===== config.mk =====
export PLATFORM = sky130hd
export DESIGN_NAME = panda_risc_v_mul_arbiter
export DESIGN_NICKNAME = d
export VERILOG_FILES = /design/src/rtl/panda_risc_v_mul_pkg.sv /design/src/rtl/rr_arb_2.sv /design/src/rtl/panda_risc_v_mul_arbiter.sv
export SDC_FILE = /design/constraint.sdc
export NUM_CORES = 1
export LEC_CHECK = 0
export ABC_AREA = 0
export CAP_MARGIN = 20
export CORE_MARGIN = 4
export CORE_UTILIZATION = 35
export CTS_BUF_LIST = sky130_fd_sc_hd__clkbuf_4
export DETAILED_ROUTE_END_ITERATION = 16
export GPL_ROUTABILITY_DRIVEN = 0
export PLACE_DENSITY_LB_ADDON = 0.2
export SKIP_CTS_REPAIR_TIMING = 1
export SLEW_MARGIN = 40
export SYNTH_ARGS = -nofsm -noshare
export SYNTH_HDL_FRONTEND = slang
export SYNTH_HIERARCHICAL = 1
export SYNTH_SLANG_ARGS = --single-unit

===== constraint.sdc =====
create_clock -name clk -period 1.7 [get_ports clk]
set_input_delay 0.34 -clock clk [delete_from_list [all_inputs] [get_ports clk]]
set_output_delay 0.34 -clock clk [all_outputs]
set_load 0.02 [all_outputs]

===== src/rtl/panda_risc_v_mul_pkg.sv =====
`default_nettype none
// ============================================================================
//  Module      : panda_risc_v_mul_pkg
//  Description : Shared types for the two-port multiplier arbiter: the
//                RISC-V multiply operation encoding and the arbiter FSM states.
//  Revision    : 1.0  initial release
// ============================================================================
package panda_risc_v_mul_pkg;

    // Multiply flavour as carried on the request and issue buses
    typedef enum logic [1:0] {
        MUL    = 2'b00,
        MULH   = 2'b01,
        MULHSU = 2'b10,
        MULHU  = 2'b11
    } mul_type_e;

    // Arbiter sequencing: one operation outstanding at a time
    typedef enum logic [1:0] {
        IDLE  = 2'b00,
        ISSUE = 2'b01,
        WAIT  = 2'b10,
        RESP  = 2'b11
    } arb_state_e;

endpackage : panda_risc_v_mul_pkg
`default_nettype wire


===== src/rtl/rr_arb_2.sv =====
`default_nettype none
// ============================================================================
//  Module      : rr_arb_2
//  Description : Two-input round-robin arbiter. Purely combinational; a sole
//                requester always wins, a tie goes to the requester that was
//                not granted last. last_grant is the index (0/1) of that port.
//  Revision    : 1.0  initial release
// ============================================================================
module rr_arb_2 (
    input  logic [1:0] req,
    input  logic       last_grant,
    output logic [1:0] grant
);

    // One-hot grant selection with fairness on ties
    always_comb begin
        grant = 2'b00;
        case (req)
            2'b01:   grant = 2'b01;
            2'b10:   grant = 2'b10;
            2'b11:   grant = last_grant ? 2'b01 : 2'b10;
            default: grant = 2'b00;
        endcase
    end

endmodule : rr_arb_2
`default_nettype wire


===== src/rtl/panda_risc_v_mul_arbiter.sv =====
`default_nettype none
// ============================================================================
//  Module      : panda_risc_v_mul_arbiter
//  Description : Shares one multiplier between two requesters. A request is
//                granted round-robin in IDLE, issued to the multiplier, its
//                result captured and handed back to the owner. Results that
//                arrive outside WAIT are dropped and flagged on proto_err.
//  Revision    : 1.0  initial release
// ============================================================================
module panda_risc_v_mul_arbiter
    import panda_risc_v_mul_pkg::*;
#(
    parameter int DATA_WIDTH = 32
) (
    input  logic                  clk,
    input  logic                  rst_n,

    input  logic                  s0_req_valid,
    output logic                  s0_req_ready,
    input  logic [DATA_WIDTH-1:0] s0_req_op_a,
    input  logic [DATA_WIDTH-1:0] s0_req_op_b,
    input  logic [1:0]            s0_req_type,
    output logic                  s0_res_valid,
    input  logic                  s0_res_ready,
    output logic [DATA_WIDTH-1:0] s0_res_data,

    input  logic                  s1_req_valid,
    output logic                  s1_req_ready,
    input  logic [DATA_WIDTH-1:0] s1_req_op_a,
    input  logic [DATA_WIDTH-1:0] s1_req_op_b,
    input  logic [1:0]            s1_req_type,
    output logic                  s1_res_valid,
    input  logic                  s1_res_ready,
    output logic [DATA_WIDTH-1:0] s1_res_data,

    output logic                  m_mul_req_valid,
    input  logic                  m_mul_req_ready,
    output logic [DATA_WIDTH-1:0] m_mul_op_a,
    output logic [DATA_WIDTH-1:0] m_mul_op_b,
    output logic [1:0]            m_mul_type,
    input  logic                  m_mul_res_valid,
    input  logic [DATA_WIDTH-1:0] m_mul_res_data,

    output logic                  busy,
    output logic                  proto_err
);

    arb_state_e            r_state;
    logic                  r_last_grant;
    logic                  r_owner;
    logic [DATA_WIDTH-1:0] r_op_a;
    logic [DATA_WIDTH-1:0] r_op_b;
    mul_type_e             r_type;
    logic [DATA_WIDTH-1:0] r_res_data;
    logic                  r_mul_req_valid;
    logic                  r_s0_res_valid;
    logic                  r_s1_res_valid;
    logic                  r_busy;
    logic                  r_proto_err;

    logic [1:0]            w_grant;
    logic                  w_idle;
    logic [DATA_WIDTH-1:0] w_sel_op_a;
    logic [DATA_WIDTH-1:0] w_sel_op_b;
    logic [1:0]            w_sel_type;
    logic                  w_owner_res_ready;

    rr_arb_2 u_rr_arb_2 (
        .req        ({s1_req_valid, s0_req_valid}),
        .last_grant (r_last_grant),
        .grant      (w_grant)
    );

    // Requests are only ever accepted in IDLE; ready follows the grant directly
    always_comb begin
        w_idle       = (r_state == IDLE);
        s0_req_ready = w_idle & w_grant[0];
        s1_req_ready = w_idle & w_grant[1];
    end

    // Operand mux for the winning requester and the owner's result handshake
    always_comb begin
        w_sel_op_a        = w_grant[1] ? s1_req_op_a : s0_req_op_a;
        w_sel_op_b        = w_grant[1] ? s1_req_op_b : s0_req_op_b;
        w_sel_type        = w_grant[1] ? s1_req_type : s0_req_type;
        w_owner_res_ready = r_owner ? s1_res_ready : s0_res_ready;
    end

    // Arbiter FSM with all handshake outputs and latched fields registered
    always_ff @(posedge clk or negedge rst_n) begin
        if (!rst_n) begin
            r_state         <= IDLE;
            r_last_grant    <= 1'b1;
            r_owner         <= 1'b0;
            r_op_a          <= '0;
            r_op_b          <= '0;
            r_type          <= MUL;
            r_res_data      <= '0;
            r_mul_req_valid <= 1'b0;
            r_s0_res_valid  <= 1'b0;
            r_s1_res_valid  <= 1'b0;
            r_busy          <= 1'b0;
            r_proto_err     <= 1'b0;
        end else begin
            // A result pulse is only legal while an issued op is in flight
            r_proto_err <= m_mul_res_valid && (r_state != WAIT);

            case (r_state)
                IDLE: begin
                    if (w_grant != 2'b00) begin
                        r_owner         <= w_grant[1];
                        r_op_a          <= w_sel_op_a;
                        r_op_b          <= w_sel_op_b;
                        r_type          <= mul_type_e'(w_sel_type);
                        r_mul_req_valid <= 1'b1;
                        r_busy          <= 1'b1;
                        r_state         <= ISSUE;
                    end
                end
                ISSUE: begin
                    if (m_mul_req_ready) begin
                        r_mul_req_valid <= 1'b0;
                        r_state         <= WAIT;
                    end
                end
                WAIT: begin
                    if (m_mul_res_valid) begin
                        r_res_data     <= m_mul_res_data;
                        r_s0_res_valid <= ~r_owner;
                        r_s1_res_valid <= r_owner;
                        r_state        <= RESP;
                    end
                end
                RESP: begin
                    if (w_owner_res_ready) begin
                        r_s0_res_valid <= 1'b0;
                        r_s1_res_valid <= 1'b0;
                        r_last_grant   <= r_owner;
                        r_busy         <= 1'b0;
                        r_state        <= IDLE;
                    end
                end
                default: begin
                    r_state <= IDLE;
                end
            endcase
        end
    end

    // Result data is only presented to the port that owns it
    always_comb begin
        s0_res_data = r_owner ? '0 : r_res_data;
        s1_res_data = r_owner ? r_res_data : '0;
    end

    assign s0_res_valid    = r_s0_res_valid;
    assign s1_res_valid    = r_s1_res_valid;
    assign m_mul_req_valid = r_mul_req_valid;
    assign m_mul_op_a      = r_op_a;
    assign m_mul_op_b      = r_op_b;
    assign m_mul_type      = r_type;
    assign busy            = r_busy;
    assign proto_err       = r_proto_err;

endmodule : panda_risc_v_mul_arbiter
`default_nettype wire


* Word level (Yosys, flattened, before mapping)
Index checks and enable logic that the tools add are counted.
Cells by class: equal/unequal tests 11, multiplexer cells 22, bitwise gates (word level) 3, reductions and logical operators 13
Operator list (count):
- 2-to-1 mux 32 bit | 4
- 2-to-1 mux 2 bit | 6
- AND reduction 3 bit | 3
- == test 2 bit, second input constant | 4
- != test 2 bit, second input constant | 4
- one-hot mux 1 bit (2 select lines) | 4
- one-hot mux 2 bit (4 select lines) | 1
- nonzero test 2 bit | 4
- 2-to-1 mux 1 bit | 6
- one-hot mux 2 bit (3 select lines) | 1
- AND reduction 2 bit | 3
- == test 2 x 1 -> 1 bit, second input constant | 2
- AND reduction 4 bit | 1
- AND 1 bit | 2
- zero test 2 bit | 1
- != test 2 x 1 -> 1 bit, second input constant | 1
- logical AND 1 bit | 1
- inverter 1 bit | 1
Word-level totals: flip-flop bits (word level) 107, word-level logic and storage cells 61

* Longest topological paths before layout
depth after elaboration 5, gate-level depth with buffers 7, depth with buffers taken out 6

* Cells and area by module
Netlist, hierarchy kept.
By module, submodules not included:
- panda_risc_v_mul_arbiter | times used 1, cells each 477, area an instance 5200.0 µm², seq. area each 2678.8 µm²
- rr_arb_2 | times used 1, cells each 3, area an instance 18.8 µm², seq. area each 0.0 µm²

* Worst setup path after synthesis
Ideal clock, no wire load.
path kind register -> register, start point reg r_last_grant, end point reg r_state[1], setup time 125 ps, arrival time 1544 ps, data required time 1575 ps, slack 31 ps, stages on the path, launching flop included 7, buffers on the path 0, period minus slack after synthesis 1669 ps, cells stage by stage dfstp_2 -> inv_1 -> a21boi_1 -> nor3b_2 -> a21oi_2 -> nand3_2 -> mux2_4
Between the ends: cells in the longest elaborated chain, start to end 5
RTL lines:
- from (decl) | line panda_risc_v_mul_arbiter.sv:49 | logic r_last_grant;
- from (signal assigned) | line panda_risc_v_mul_arbiter.sv:138 | r_last_grant <= r_owner;
- 2-to-1 mux 2 bit | line rr_arb_2.sv:21 | 2'b11: grant = last_grant ? 2'b01 : 2'b10;
- one-hot mux 2 bit (3 select lines) | line rr_arb_2.sv:18 | case (req)
- net w_grant[0] | line panda_risc_v_mul_arbiter.sv:61 | logic [1:0] w_grant;
- nonzero test 2 bit | line panda_risc_v_mul_arbiter.sv:110 | if (w_grant != 2'b00) begin
- != test 2 x 1 -> 1 bit (no source line)
- AND reduction 4 bit (no source line)
- to (signal assigned) | line panda_risc_v_mul_arbiter.sv:117 | r_state <= ISSUE;
- to (signal assigned) | line panda_risc_v_mul_arbiter.sv:123 | r_state <= WAIT;
- to (signal assigned) | line panda_risc_v_mul_arbiter.sv:131 | r_state <= RESP;
- to (decl) | line panda_risc_v_mul_arbiter.sv:48 | arb_state_e r_state;
The timed path passes the listed nets, and every way through them passes these cells. A chain may end at the register's enable or synchronous reset.

* Worst setup path in the final report
start point reg r_last_grant, end point out s0_req_ready
Between the ends: cells in the longest elaborated chain, start to end 3
RTL lines:
- 2-to-1 mux 2 bit | line rr_arb_2.sv:21
- one-hot mux 2 bit (3 select lines) | line rr_arb_2.sv:18
- net w_grant[0] | line panda_risc_v_mul_arbiter.sv:61
- AND 1 bit | line panda_risc_v_mul_arbiter.sv:77 | s0_req_ready = w_idle & w_grant[0];
- to (decl) | line panda_risc_v_mul_arbiter.sv:19 | output logic s0_req_ready,
The timed path passes the listed nets, and every way through them passes these cells.

==> results by group <==
Outcome
  – Status: finished with violations
  – Violations in the final reports: negative setup slack

Setup path
  – Category of the critical setup timing path: reg -> out
  – Worst Reg2Reg Path Length in Cells: 8
  – Type of element capturing the critical path: output pin
  – Maximum cell stage delay along the critical path: 0.57 ns
  – Element type at the critical path start: flop
  – Largest fanout of any net on the critical path: 2
  – Critical path data required time: 1.36 ns
  – FF-to-FF setup slack: 0.03 ns
  – Cell chain of the critical path: inv_1, a21boi_2, and2_4, buf_6
  – Cell class contributing the biggest share of worst-path delay: flip-flops
  – Worst Path Arrival: 1.50 ns
  – Cell with the largest stage delay on the worst path: dfstp_2
  – Sum of buffers and inverters on the critical path: 2
  – R2R Path End: m_mul_req_valid
  – R2R Path Start: r_last_grant

Global route
  – Vias in the first global route: 4786
  – Antenna violations before repair: 0
  – Global-route wire length before repair: 24290 µm
  – Global routing usage summed across all routing layers: 18.44%
  – Remaining Overflow, GRT: 0
  – Pin count of the biggest net entering global routing: 62

Pwr
  – Part of the power in combinational logic: 63.2%
  – Total internal power: 9.081 mW
  – IR Drop Worst-Case VDD: 0.8220 mV
  – Share of total power in the clock network: 7.6%
  – Sequential cell fraction of total power: 29.2%
  – Leak: 4.941 nW
  – Power dissipated by switching net loads: 6.419 mW
  – Areal power density over the cells: 1690 mW/mm²
  – Net Sw Frac: 41.41%

STA
  – Share of the cycle needed by the critical path after routing: 108.3%
  – Final count of pins violating max slew: 0
  – Unrepaired setup endpoints after global routing: true
  – Fin Clk Skew: 0.01399 ns
  – Post-Route Hold Slack: 0.4195 ns
  – Worst max-slew margin expressed relative to the limit: 60.98%
  – Final critical delay including setup and external delays: 1.842 ns
  – Slew @ Worst Pin: 0.5854 ns
  – Slack of the critical path: -0.1419 ns
  – Setup-violating endpoint count in the final report: 62
  – Maximum clock rate: 542.9 MHz
  – Final hold violation count: 0

Detailed routing
  – ANT nets after route: 0
  – Count of unresolved DRC violations after routing: 0
  – Mean number of vias per cell: 4.718
  – Total iterations of the first detailed-routing run: 4
  – Vias post-DR: 4690
  – Routed Wire Length: 16690 µm
  – Detailed router's first-iteration violation count: 106
  – Routed wire per std cell: 16.79 µm

Hold path
  – Worst min path class: in -> async

Yosys
  – Yosys warns: 6
  – Netlist Area Pre-Place: 0.005219 mm²
  – Ys async rst share: 100.0%
  – Average footprint of a synthesized cell: 10.87 µm²
  – Post-synthesis instance total: 480
  – Number of distinct standard cells referenced by the synthesized netlist: 32
  – Prevailing post-synth register cell: dfrtp_1
  – Sequential fraction of the synthesis area: 51.33%
  – Net Count, Synth: 657
  – Number of enable flip-flop cells after synthesis: 0
  – FF+latch count, synth: 107

Floorplanning
  – Starting density of the core: 35.77%
  – Boundary Pins: 309
  – Overall die area: 0.01693 mm²
  – Width of the die: 130.1 µm
  – Die Y: 130.1 µm
  – Core footprint: 0.01459 mm²
  – Number of core rows: 44

Clocking
  – Worst-Skew Late Latency: 0.47 ns
  – Number of buffers inserted during clock tree synthesis: 9
  – CTS tree: done
  – Clk sink count: 107
  – Deepest clock path buffer count: 2
  – CTS Root Cell: clkbuf_4
  – Number of H-tree levels: 3
  – Clock-pin slew of the registers on the worst-case setup and hold paths: 0.16 ns

Final layout
  – Signed area change from the synthesized netlist to the final layout: 75.76%
  – Layout Cells excl Fill: 994
  – Fraction of layout cells with a size suffix above 1: 20.89%
  – Nets@finish: 981
  – Filler cells: 1219

Placed design
  – Port Buffer Count: 308
  – Post-Place Cells: 969
  – Dpl hpwl: 12890 µm

Flow run
  – Number of maximum-capacitance violations: 0
[placed cells by master (no fill, tap or decap), types with 2 or more instances in the layout]
cell type,count
clkdlybuf4s50_1,170
dfrtp_1,105
dlymetal6s2s_1,71
mux2i_1,67
nand2_1,64
o21ai_1,64
buf_4,50
buf_6,35
and2_1,25
nor2b_1,25
mux2_1,16
mux2_2,16
clkbuf_4,12
buf_12,10
and2_4,9
inv_1,8
nor2b_2,6
nand2_2,6
ha_1,5
o21ai_0,4
nor2b_4,3
nor2_1,3
a22o_1,3
clkbuf_16,3
buf_2,3
o21ai_2,2
nand2b_1,2
a21oi_1,2
o22ai_1,2
clkinvlp_4,2
buf_16,2
[synthesized netlist by cell type, types with 2 or more instances]
library cell / count / area, µm²
clkbuf_2: 5 / 25.02
buf_2: 8 / 40.04
nand2b_1: 2 / 12.51
o21ai_0: 4 / 20.02
clkbuf_1: 6 / 22.52
mux2_1: 16 / 180.2
mux2i_1: 67 / 670.6
nor2b_1: 34 / 212.7
buf_6: 6 / 67.56
buf_4: 7 / 52.55
a22o_1: 3 / 26.28
inv_1: 8 / 30.03
a21oi_1: 2 / 10.01
and2_1: 34 / 212.7
o22ai_1: 2 / 12.51
mux2_2: 16 / 180.2
nand2_1: 69 / 259.0
nor2_1: 3 / 11.26
ha_1: 5 / 62.56
o21ai_1: 66 / 330.3
dfrtp_1: 106 / 2653
[how the worst max path moves through the flow]
stage                            start  cells past startpoint           end  slack, ns
after floorplan           r_last_grant                      6    r_state[1]       0.03
final                     r_last_grant                      4  s0_req_ready      -0.14
after global routing      r_last_grant                      4  s0_req_ready      -0.21
after global placement    s0_req_valid                      5  s1_req_ready      -0.43
after detailed placement  s0_req_valid                      5  s1_req_ready      -0.46
after CTS                 r_last_grant                      4  s0_req_ready      -0.68
[power by group through the flow]
stage               sequential (mW)  clock [mW]  combinational (mW)
floorplan                      5.35           0                4.06
global placement               4.50           0                9.46
detailed placement             4.57           0                9.62
CTS                            4.52        1.24                9.64
global route                   4.68        1.34                10.5
finish                         4.52        1.18                9.80
[cells by family after synthesis]
logic type | after synthesis | share of synthesized area (%)
simple gates | 145 | 14.12
flops | 107 | 51.33
mux | 100 | 20.04
compound gates | 83 | 8.751
fa+ha+maj | 5 | 1.199
buf+inv | 40 | 4.555
[tightest hold or removal path: stages]
cell and delay (ns):
dlygate4sd3_1 0.55, buf_4 0.13, buf_12 0.28
[area by class of cell]
cell class              instances  area [µm²]  share of cell area (%)
clock inverters                 4       27.53                  0.3001
inverters                       8       30.03                  0.3274
flip-flops and latches        107        2680                   29.22
multi-input cells             333        2397                   26.14
well taps                     184       230.2                   2.510
clock buffers                  12       90.09                  0.9821
repair buffers                345        3715                   40.50
diodes                          1       2.502                 0.02728
[per-layer routing]
| metal | track usage (%) | routed length (µm) |
|---|---|---|
| met5 | 0 | 0 |
| met4 | 7.274 | 443 |
| met3 | 7.163 | 1845 |
| met2 | 31.26 | 8199 |
| met1 | 20.95 | 6206 |
[sequential cells by signal, indices dropped and copies added, names as in the netlist]
register and count:
s1_res_valid 1, r_res_data 32, busy 1, r_owner 1, proto_err 1, m_mul_op_a 32, m_mul_op_b 32, s0_res_valid 1
r_state 2, r_last_grant 1, m_mul_req_valid 1, m_mul_type 2
[metrics by stage]
step | total power, mW | worst slack [ns] | setup TNS (ns) | util [%] | cell area [µm²]
3_5_place_dp | 14.19 | -0.4589 | -21.97 | 59.65 | 8702
6_report | 15.50 | -0.1419 | -2.374 | 62.87 | 9173
3_3_place_gp | 13.96 | -0.4313 | -19.60 | 59.65 | 8702
4_1_cts | 15.40 | -0.6779 | -46.46 | 60.45 | 8820
5_1_grt | 16.54 | -0.2093 | -8.256 | 62.86 | 9170
2_1_floorplan | 9.411 | 0.03134 | 0 | - | 5219
Note: power is estimated with default switching activity, not from simulation.
